`src/rtl/orb_pkg.sv`:
```
// Shared definitions for the multi-channel orbital word packer:
// default widths plus the word-format and RAM-address helpers.
package orb_pkg;

    localparam int DW_DEF    = 8;
    localparam int OW_DEF    = 12;
    localparam int AW_DEF    = 11;
    localparam int WORDS_DEF = 16;
    localparam int NCH_DEF   = 5;

    // Orbital word layout: {1'b0, data, (ow-1-dw) zeros}. The result is
    // returned 32 bits wide; callers keep the low ow bits.
    function automatic logic [31:0] fmt_word(input logic [31:0] data,
                                             input int dw = DW_DEF,
                                             input int ow = OW_DEF);
        logic [31:0] mask;
        mask = (32'd1 << dw) - 32'd1;
        return (data & mask) << (ow - 1 - dw);
    endfunction

    // Frame layout: packs are contiguous, and within a pack the channels
    // are interleaved word by word.
    function automatic logic [31:0] orb_addr(input int pack,
                                             input int word,
                                             input int ch,
                                             input int words = WORDS_DEF,
                                             input int nch   = NCH_DEF);
        return 32'(pack * words * nch + word * nch + ch);
    endfunction

endpackage

```
`src/rtl/orb_rr_arbiter.sv`:
```
// Round-robin arbiter: grants the first requester found by searching
// upward from the rr pointer, wrapping modulo N.
module orb_rr_arbiter #(
    parameter int N  = 5,
    parameter int IW = (N > 1) ? $clog2(N) : 1
) (
    input  logic [N-1:0]  req,
    input  logic [IW-1:0] rr,
    output logic [N-1:0]  gnt,
    output logic [IW-1:0] idx,
    output logic          valid
);

    // Rotating priority search; the first hit wins and later hits are ignored.
    always_comb begin
        int j;
        j     = 0;
        gnt   = '0;
        idx   = '0;
        valid = 1'b0;
        for (int k = 0; k < N; k++) begin
            j = int'(rr) + k;
            if (j >= N) j = j - N;
            if (!valid && req[j]) begin
                valid  = 1'b1;
                idx    = IW'(j);
                gnt[j] = 1'b1;
            end
        end
    end

endmodule

```
`src/rtl/orb_packer_mc.sv`:
```
// Multi-channel orbital word packer. Each channel samples its byte on a
// strobe edge, waits a programmable delay, then competes for the single
// frame-RAM write port through a round-robin arbiter. An SW toggle
// restarts the frame layout for all channels.
module orb_packer_mc
    import orb_pkg::*;
#(
    parameter int NCH      = 5,
    parameter int DW       = 8,
    parameter int OW       = 12,
    parameter int AW       = 11,
    parameter int WORDS    = 16,
    parameter int SKIP     = 2,
    parameter int PACKS    = 16,
    parameter int WE_DELAY = 28
) (
    input  logic              clk,
    input  logic              rst,
    input  logic [NCH*DW-1:0] iData,
    input  logic [NCH-1:0]    strob,
    input  logic              SW,
    output logic [OW-1:0]     orbWord,
    output logic [AW-1:0]     WrAddr,
    output logic              WE,
    output logic              test,
    output logic [NCH-1:0]    ovf
);

    localparam int CW  = (WORDS + SKIP > 1) ? $clog2(WORDS + SKIP) : 1;
    localparam int PW  = (PACKS > 1) ? $clog2(PACKS) : 1;
    localparam int DLW = $clog2(WE_DELAY + 1);
    localparam int IW  = (NCH > 1) ? $clog2(NCH) : 1;

    logic [NCH-1:0] strob_s1, strob_s2, strob_prev, stb_edge;
    logic           sw_s1, sw_s2, sw_old, restart;
    logic [NCH-1:0] pend, ready, gnt;
    logic [DW-1:0]  data_q [NCH];
    logic [AW-1:0]  addr_q [NCH];
    logic [IW-1:0]  rr, gnt_idx;
    logic           gnt_vld, grant;
    logic [31:0]    word_full;

    // Two-flop synchronisers for the asynchronous strobes and SW, plus the
    // one-cycle history used for edge/toggle detection.
    always_ff @(posedge clk or posedge rst) begin
        if (rst) begin
            strob_s1   <= '0;
            strob_s2   <= '0;
            strob_prev <= '0;
            sw_s1      <= 1'b0;
            sw_s2      <= 1'b0;
            sw_old     <= 1'b0;
        end else begin
            strob_s1   <= strob;
            strob_s2   <= strob_s1;
            strob_prev <= strob_s2;
            sw_s1      <= SW;
            sw_s2      <= sw_s1;
            sw_old     <= sw_s2;
        end
    end

    assign stb_edge = strob_s2 & ~strob_prev;
    assign restart  = sw_s2 ^ sw_old;
    // No grant is made while the frame is restarting.
    assign grant    = gnt_vld & ~restart;

    orb_rr_arbiter #(.N(NCH), .IW(IW)) u_arb (
        .req   (ready),
        .rr    (rr),
        .gnt   (gnt),
        .idx   (gnt_idx),
        .valid (gnt_vld)
    );

    for (genvar c = 0; c < NCH; c++) begin : g_ch
        logic [CW-1:0]  cnt_wrd;
        logic [PW-1:0]  cnt_pack;
        logic [DLW-1:0] dly;
        logic           pend_c, ovf_c, store, granted_c;
        logic [DW-1:0]  data_c;
        logic [AW-1:0]  addr_c;
        logic [31:0]    addr_full;

        assign store     = stb_edge[c] && (32'(cnt_wrd) < 32'(WORDS));
        assign granted_c = grant && gnt[c];
        assign addr_full = orb_addr(int'(cnt_pack), int'(cnt_wrd), c, WORDS, NCH);
        assign ready[c]  = pend_c && (dly == '0);
        assign pend[c]   = pend_c;
        assign ovf[c]    = ovf_c;
        assign data_q[c] = data_c;
        assign addr_q[c] = addr_c;

        // Slot counters, pending flag, write delay and sticky overflow.
        // A grant in the same cycle as a new store frees the old word, so
        // that case is not an overflow.
        always_ff @(posedge clk or posedge rst) begin
            if (rst) begin
                cnt_wrd  <= '0;
                cnt_pack <= '0;
                pend_c   <= 1'b0;
                dly      <= '0;
                ovf_c    <= 1'b0;
            end else if (restart) begin
                cnt_wrd  <= '0;
                cnt_pack <= '0;
                pend_c   <= 1'b0;
                dly      <= '0;
                ovf_c    <= 1'b0;
            end else begin
                if (stb_edge[c]) begin
                    if (32'(cnt_wrd) == WORDS + SKIP - 1) begin
                        cnt_wrd  <= '0;
                        cnt_pack <= (32'(cnt_pack) == PACKS - 1) ? '0 : cnt_pack + 1'b1;
                    end else begin
                        cnt_wrd  <= cnt_wrd + 1'b1;
                    end
                end
                if (store) begin
                    pend_c <= 1'b1;
                    dly    <= DLW'(WE_DELAY - 1);
                    if (pend_c && !granted_c) ovf_c <= 1'b1;
                end else if (granted_c) begin
                    pend_c <= 1'b0;
                end else if (pend_c && dly != '0) begin
                    dly    <= dly - 1'b1;
                end
            end
        end

        // Byte and address capture on a store edge; data path needs no reset.
        always_ff @(posedge clk) begin
            if (store && !restart) begin
                data_c <= iData[c*DW +: DW];
                addr_c <= addr_full[AW-1:0];
            end
        end
    end

    assign word_full = fmt_word(32'(data_q[gnt_idx]), DW, OW);

    // Registered write port, test pulse and round-robin pointer update.
    always_ff @(posedge clk or posedge rst) begin
        if (rst) begin
            WE      <= 1'b0;
            orbWord <= '0;
            WrAddr  <= '0;
            test    <= 1'b0;
            rr      <= '0;
        end else begin
            test <= restart;
            WE   <= grant;
            if (restart) begin
                rr <= '0;
            end else if (grant) begin
                orbWord <= word_full[OW-1:0];
                WrAddr  <= addr_q[gnt_idx];
                rr      <= (gnt_idx == IW'(NCH - 1)) ? '0 : gnt_idx + 1'b1;
            end
        end
    end

endmodule

```
`config.mk`:
```
export PLATFORM = sky130hd
export DESIGN_NAME = orb_packer_mc
export DESIGN_NICKNAME = d
export VERILOG_FILES = /design/src/rtl/orb_pkg.sv /design/src/rtl/orb_rr_arbiter.sv /design/src/rtl/orb_packer_mc.sv
export SDC_FILE = /design/constraint.sdc
export NUM_CORES = 1
export LEC_CHECK = 0
export BUFFER_PORTS_ARGS = -buffer_cell sky130_fd_sc_hd__buf_2
export CORE_ASPECT_RATIO = 1.1
export CORE_UTILIZATION = 29
export CTS_CLUSTER_SIZE = 10
export DETAILED_ROUTE_END_ITERATION = 7
export HOLD_SLACK_MARGIN = 0.05
export PLACE_DENSITY_LB_ADDON = 0.3
export SYNTH_ARGS = -nofsm -noshare
export SYNTH_HDL_FRONTEND = slang
export SYNTH_HIERARCHICAL = 1
export SYNTH_SLANG_ARGS = --single-unit
```
`constraint.sdc`:
```
create_clock -name clk -period 6.52 [get_ports clk]
set_input_delay 1.304 -clock clk [delete_from_list [all_inputs] [get_ports clk]]
set_output_delay 1.304 -clock clk [all_outputs]
set_load 0.03 [all_outputs]
```
# Yosys cells after proc, flatten, opt, wreduce, memory -nomap -nowiden

Index checks and enable logic that the tools add are counted.

Word-level logic and storage cells: 382
Output and inout bits: 30
Flip-flop bits (word level): 217
Input port bits: 48

Bitwise operators: 10
Mux-type cells: 139
Add/subtract/negate cells: 34
Magnitude comparators: 21
Reductions and logical operators: 106
Eq/ne operators: 16
$mul: 10

Operators by type and width:

| kind                                                                    | number |
|---|---|
| 5-bit two-way mux                                                       | 40 |
| 32-bit by 1-bit >= comparator with 1-bit output (second input constant) | 5 |
| 32-bit by 5-bit < comparator with 1-bit output (second input constant)  | 5 |
| 32-bit two-way mux                                                      | 5 |
| 32-bit by 4-bit >= comparator with 1-bit output (second input constant) | 4 |
| 32-bit by 4-bit subtractor with 32-bit output (second input constant)   | 4 |
| 4-bit two-way mux                                                       | 20 |
| 11-bit by 8-bit adder with 11-bit output                                | 5 |
| 1-bit two-way mux                                                       | 50 |
| 2-bit nonzero test                                                      | 21 |
| 5-bit by 3-bit multiplier with 8-bit output (second input constant)     | 5 |
| 1-bit logical AND                                                       | 39 |
| 4-bit by 3-bit multiplier with 7-bit output (second input constant)     | 5 |
| 11-bit binary-select mux with 3-bit select                              | 1 |
| 2-bit AND reduction                                                     | 16 |
| 3-bit nonzero test                                                      | 10 |
| 5-bit by 1-bit adder with 5-bit output (second input constant)          | 5 |
| 5-bit equality test (second input constant)                             | 5 |
| 5-bit zero test                                                         | 5 |
| 5-bit < comparator (second input constant)                              | 5 |
| 5-bit nonzero test                                                      | 5 |
| 5-bit by 1-bit subtractor with 5-bit output (second input constant)     | 5 |
| 8-bit binary-select mux with 3-bit select                               | 1 |
| 3-bit two-way mux                                                       | 8 |
| other kinds (26)                                                        | 62 |

# Logic depth before layout (Yosys ltp)

Depth after elaboration: 25
Gate-level depth with buffers: 19
Depth with buffers taken out: 17

# Cells and area by module

The synthesis kept the hierarchy.

By module, submodules not included:

| module         | area each (um^2) | instances | cells each | seq. area each (um^2) |
|---|---|---|---|---|
| orb_packer_mc  | 11347.1          | 1         | 954        | 5905.7 |
| orb_rr_arbiter | 1470.2           | 1         | 208        | 0.0 |

# Worst setup path after synthesis

No wires, ideal clock.

Kind: reg-to-reg
Start point: reg rr[1]
End point: reg WrAddr[2]
Slack: 1.844 ns
Setup time: 0.126 ns
Arrival time: 4.550 ns
Stages on the path, launching flop included: 17
Path buffers: 2
Clock period less this slack: 4.676 ns
Required time: 6.394 ns
Cell sequence: dfrtp_1 > inv_1 > ha_1 > ha_1 > clkbuf_1 > inv_1 > o311ai_1 > mux2i_1 > mux2i_1 > mux2_2 > nor3_4 > a221oi_1 > a21oi_1 > buf_2 > mux4_2 > a22oi_1 > a21oi_1

Word-level cells in the longest chain between the ends: 22
Elaborated cells on any way between the ends: 58
Classes of those cells: 9 x add/sub; 5 x order compare; 33 x mux; 2 x bitwise; 9 x reduce/logical

Ends and longest elaborated chain:

| element                                                                                | RTL line             | source |
|---|---|---|
| from (decl)                                                                            | orb_packer_mc.sv:39  | `logic [IW-1:0] rr, gnt_idx;` |
| from (signal assigned)                                                                 | orb_packer_mc.sv:158 | `rr <= (gnt_idx == IW'(NCH - 1)) ? '0 : gnt_idx + 1'b1;` |
| branches (longest 17 deep; another with 32-bit by 4-bit subtractor with 32-bit output) | n/a                  |  |
| 3-bit two-way mux (*)                                                                  | orb_rr_arbiter.sv:24 | `if (!valid && req[j]) begin` |
| named net gnt_idx[0]                                                                   | orb_packer_mc.sv:39  |  |
| 3-bit NOT with 4-bit output (implied by the code) (*)                                  | orb_packer_mc.sv:157 | `WrAddr <= addr_q[gnt_idx];` |
| 11-bit binary-select mux with 3-bit select (*)                                         | orb_packer_mc.sv:157 |  |
| 11-bit two-way mux (implied by the code) (*) (2 in series)                             | orb_packer_mc.sv:157 |  |
| to (signal assigned)                                                                   | orb_packer_mc.sv:157 |  |
| to (decl)                                                                              | orb_packer_mc.sv:23  | `output logic [AW-1:0] WrAddr,` |

Mark *: on every way through the listed nets, which the timed path passes. The select of a mux whose other input is x is not followed.
A chain may end at the register's enable or synchronous reset.

# Worst setup path in the final report

Start point: reg rr[1]
End point: reg orbWord[4]

Word-level cells in the longest chain between the ends: 22
Elaborated cells on any way between the ends: 58
Classes of those cells: 9 x add/sub; 5 x order compare; 33 x mux; 2 x bitwise; 9 x reduce/logical

Ends and longest elaborated chain:

| element                                                                                | RTL line             | source |
|---|---|---|
| branches (longest 17 deep; another with 32-bit by 4-bit subtractor with 32-bit output) | n/a                  |  |
| 3-bit two-way mux (*)                                                                  | orb_rr_arbiter.sv:24 |  |
| named net gnt_idx[0]                                                                   | orb_packer_mc.sv:39  |  |
| 3-bit NOT with 4-bit output (implied by the code) (*)                                  | orb_packer_mc.sv:140 | `assign word_full = fmt_word(32'(data_q[gnt_idx]), DW, OW);` |
| 8-bit binary-select mux with 3-bit select (*)                                          | orb_packer_mc.sv:140 |  |
| 8-bit two-way mux (implied by the code) (*) (2 in series)                              | orb_packer_mc.sv:140 |  |
| to (signal assigned)                                                                   | orb_packer_mc.sv:156 | `orbWord <= word_full[OW-1:0];` |
| to (decl)                                                                              | orb_packer_mc.sv:22  | `output logic [OW-1:0] orbWord,` |

Marks and branches as above.

==> flow_summary.yaml <==
status:
  outcome: "finished clean"
detailed_routing:
  drt_pass1_iterations: 5
  wl_met3_mm: 1.10
  top_layer_used: "met4"
  antenna_left: 0
  wire_per_inst_um: 16.4
  vias_per_cell: 4.94
  wl_met2_mm: 14.9
  drcViolationCount: 0
  wl_met1_mm: 13.4
  via_count: 9046
  initialDrtViolationCount: 663
  drt_wl_total_mm: 30.0
finish:
  syn2layout_area_growth_pct: 14.4
  design_area_sq_um: 14700
  nNetsFinal: 1413
  post-route-util: 0.337
  layout-drive-gt1-share: 0.138
  instances_no_fill: 1832
critical_path:
  cp-endpoint: "orbWord[4]$_DFFE_PP0P_"
  crit_arrival_ns: 6.22
  crit_fanout: 19
  worst-path-stages: 15
  crit_chain: "inv_1, ha_1, ha_1, inv_1, o311ai_1, mux2i_1, mux2i_1, mux2_2, and2b_2, a221oi_1, a21oi_4, buf_4, nor3_2, a22oi_1, a21oi_1"
  timing.rr.start: "rr[1]$_DFFE_PP0P_"
  start_kind: "flop"
  slowest_stage: "nor3_2"
  crit_type: "flop to flop"
  crit_buf_inv: 3
  end_kind: "flop"
  cp_slowest_stage_delay_ns: 0.94
  reg2regPathDepth: 15
  critPathTopFamily: "compound AO/OA/AOI/OAI gates"
  worstPathRequired_ns: 6.99
  r2r_slack_ns: 0.78
  cp-startpoint: "rr[1]$_DFFE_PP0P_"
  r2r_end: "orbWord[4]$_DFFE_PP0P_"
logic_synthesis:
  synth_compound_area_frac: 0.149
  ys_seq_elements: 217
  synth_top_area_cell: "dfrtp_1"
  yosysMostFrequentCell: "dfrtp_1"
  ys_top_cells_by_area: "dfrtp_1 24%, edfxtp_1 22%, ha_1 11%"
  syn_area_sq_um: 12800
  synthTopCellsByCount: "122 x dfrtp_1, 109 x ha_1, 95 x edfxtp_1, 84 x a21oi_1, 83 x nor2_1"
  synthMuxAreaShare: 0.0504
  yosys.area_share.adder: 0.136
  synth_xor_xnor_area_share: 0.0402
  synth-simple-area-share: 0.128
  synth_top_family_by_area: "compound AO/OA/AOI/OAI gates"
  synth_top_area_frac: 0.238
  async_flop_share: 0.562
  syn_inst: 1162
  avgSynthCellArea_sq_um: 11.0
  synth-edff-count: 95
  ys_seq_area_frac: 0.461
  synth_flop_cell: "dfrtp_1"
  synth_cell_type_count: 77
  ys.warnings.count: 6
grt:
  grt_use_total: 0.134
  grt_pass1_vias: 9169
  grt_max_degree: 68
  grt_antenna_before_repair: 1
  grt-ovfl-total: 0
  grt_pass1_wl_mm: 48.9
sta:
  finalCritPeriodShare: 0.881
  relSlewSlack: 0.172
  slew_violations: 0
  setup_violations: 0
  clock_skew_ns: 0.00912
  period_minus_slack_ns: 5.74
  fmaxAchievable_mhz: 174
  grt_setup_unrepaired: "no"
  hold_viol: 0
  setup_tns_ns: 0
  worst_pin_slew_ns: 1.24
placed_design:
  hpwl_mm: 21.6
  place_inst: 1782
  io_buffers: 73
  place_area_sq_um: 13800
  gp_congestion: 0.843
power:
  p_seq_frac: 0.308
  combPwrFrac: 0.442
  leakage_uw: 0.00622
  powerDensity_nw_per_um2: 388
  ir_drop_v: 0.000198
  pwr-share-clk: 0.250
  finalPower_uw: 5680
  p_int_uw: 3440
  p_switching_uw: 2240
  p_sw_frac: 0.394
min_path:
  worstHoldPathType: "flop to flop"
floorplanning:
  core-area_sq_um: 43400
  dieArea_sq_um: 45000
  die_y_um: 222
  start_util: 0.295
  rows: 80
  ioPinCount: 78
  chipWidth_um: 202
clocking:
  postCtsHoldBufs: 0
  post-cts-setup-buffers: 0
  cts_buffers: 27
  clock_latency_ns: 0.55
  clkTransAtPathRegs_ns: 0.06
  post_cts_resized: 0
  clk_path_buf_depth: 3
  cts_tree: "done"
  h-tree-depth: 1
  root_buffer: "clkbuf_16"
  cts_sinks: 217
run:
  max_cap_viol_count: 0
-- cell type report --
type / instances / area, sq um
antenna: 1 / 2.50
clock buffer: 44 / 759
clock inverter: 5 / 65.1
fill: 4399 / 28800
inverter: 62 / 238
multi-input combinational: 842 / 6500
sequential: 217 / 5910
tap: 574 / 718
timing repair buffer: 87 / 470
-- metal layers --
layer | GRT usage | vias to the layer above
met1 | 0.174 | 4433
met5 | 0 | -
met2 | 0.234 | 173
li1 | - | 4400
met3 | 0.0163 | 40
met4 | 0.0335 | 0
-- sequential cells by signal, summed over array words and instances, names as in the netlist, 3 cells and up --
name and count:
WrAddr 11, g_ch.addr_c 55, g_ch.cnt_pack 20, g_ch.cnt_wrd 25, g_ch.data_c 40, g_ch.dly 25, g_ch.ovf_c 5, g_ch.pend_c 5
orbWord 8, rr 3, strob_prev 5, strob_s1 5, strob_s2 5
-- placed cells by master (no fill, tap or decap), types with 24 or more instances in the layout --
| cell | netlist | layout |
|---|---|---|
| a21oi_1 | 84 | 83 |
| buf_2 | 11 | 73 |
| clkbuf_16 | 0 | 27 |
| dfrtp_1 | 122 | 122 |
| edfxtp_1 | 95 | 95 |
| ha_1 | 109 | 109 |
| inv_1 | 61 | 59 |
| nand2_1 | 74 | 74 |
| nand3_1 | 27 | 27 |
| nor2_1 | 83 | 81 |
| nor2b_1 | 28 | 28 |
| o21ai_0 | 81 | 80 |
| xnor2_1 | 33 | 32 |
| xor2_1 | 24 | 24 |
-- kinds of logic (layout without fill, tap and decap cells) --
group	count (synthesis)	count (layout)
adder cells (fa/ha/maj)	128	128
other	1	5
buffers and inverters	106	198
AND/OR/NAND/NOR	320	320
AO/OA/AOI/OAI	294	294
multiplexers	38	38
XOR/XNOR	58	58
flip-flops	217	217
-- worst reg2reg max path, delay by kind of cell (launching register included) --
kind	cells	cell delay [ns]
adders and majority gates	2	0.80
muxes	3	0.73
buffers and inverters	3	0.60
and+or+nand+nor	2	1.18
AOI/OAI and AO/OA	5	1.77
DFF	1	0.58
-- per-stage QoR --
step                setup WS [ns]  hold WS, ns
floorplan                    1.84        0.331
global placement             1.03        0.333
detailed placement          0.924        0.337
CTS                         0.895        0.348
global route                0.421        0.351
finish                      0.777        0.344
-- power groups by stage --
stage | Combinational [uW] | Sequential [uW] | Clock (uW)
CTS | 2520 | 1750 | 1460
global placement | 2490 | 1770 | 0
detailed placement | 2510 | 1780 | 0
floorplan | 1760 | 1870 | 0
global route | 2750 | 1780 | 1520
finish | 2510 | 1750 | 1420
-- how the worst min path moves through the flow --
| stage | start | end | cells past startpoint |
|---|---|---|---|
| floorplan | strob_s1[0]$_DFF_PP0_ | strob_s2[0]$_DFF_PP0_ | 0 |
| global placement | strob_s1[2]$_DFF_PP0_ | strob_s2[2]$_DFF_PP0_ | 0 |
| detailed placement | strob_s1[3]$_DFF_PP0_ | strob_s2[3]$_DFF_PP0_ | 0 |
| CTS | strob_s1[3]$_DFF_PP0_ | strob_s2[3]$_DFF_PP0_ | 0 |
| global route | strob_s1[3]$_DFF_PP0_ | strob_s2[3]$_DFF_PP0_ | 0 |
| finish | strob_s1[3]$_DFF_PP0_ | strob_s2[3]$_DFF_PP0_ | 0 |
Note: power is estimated with default switching activity, not from simulation.
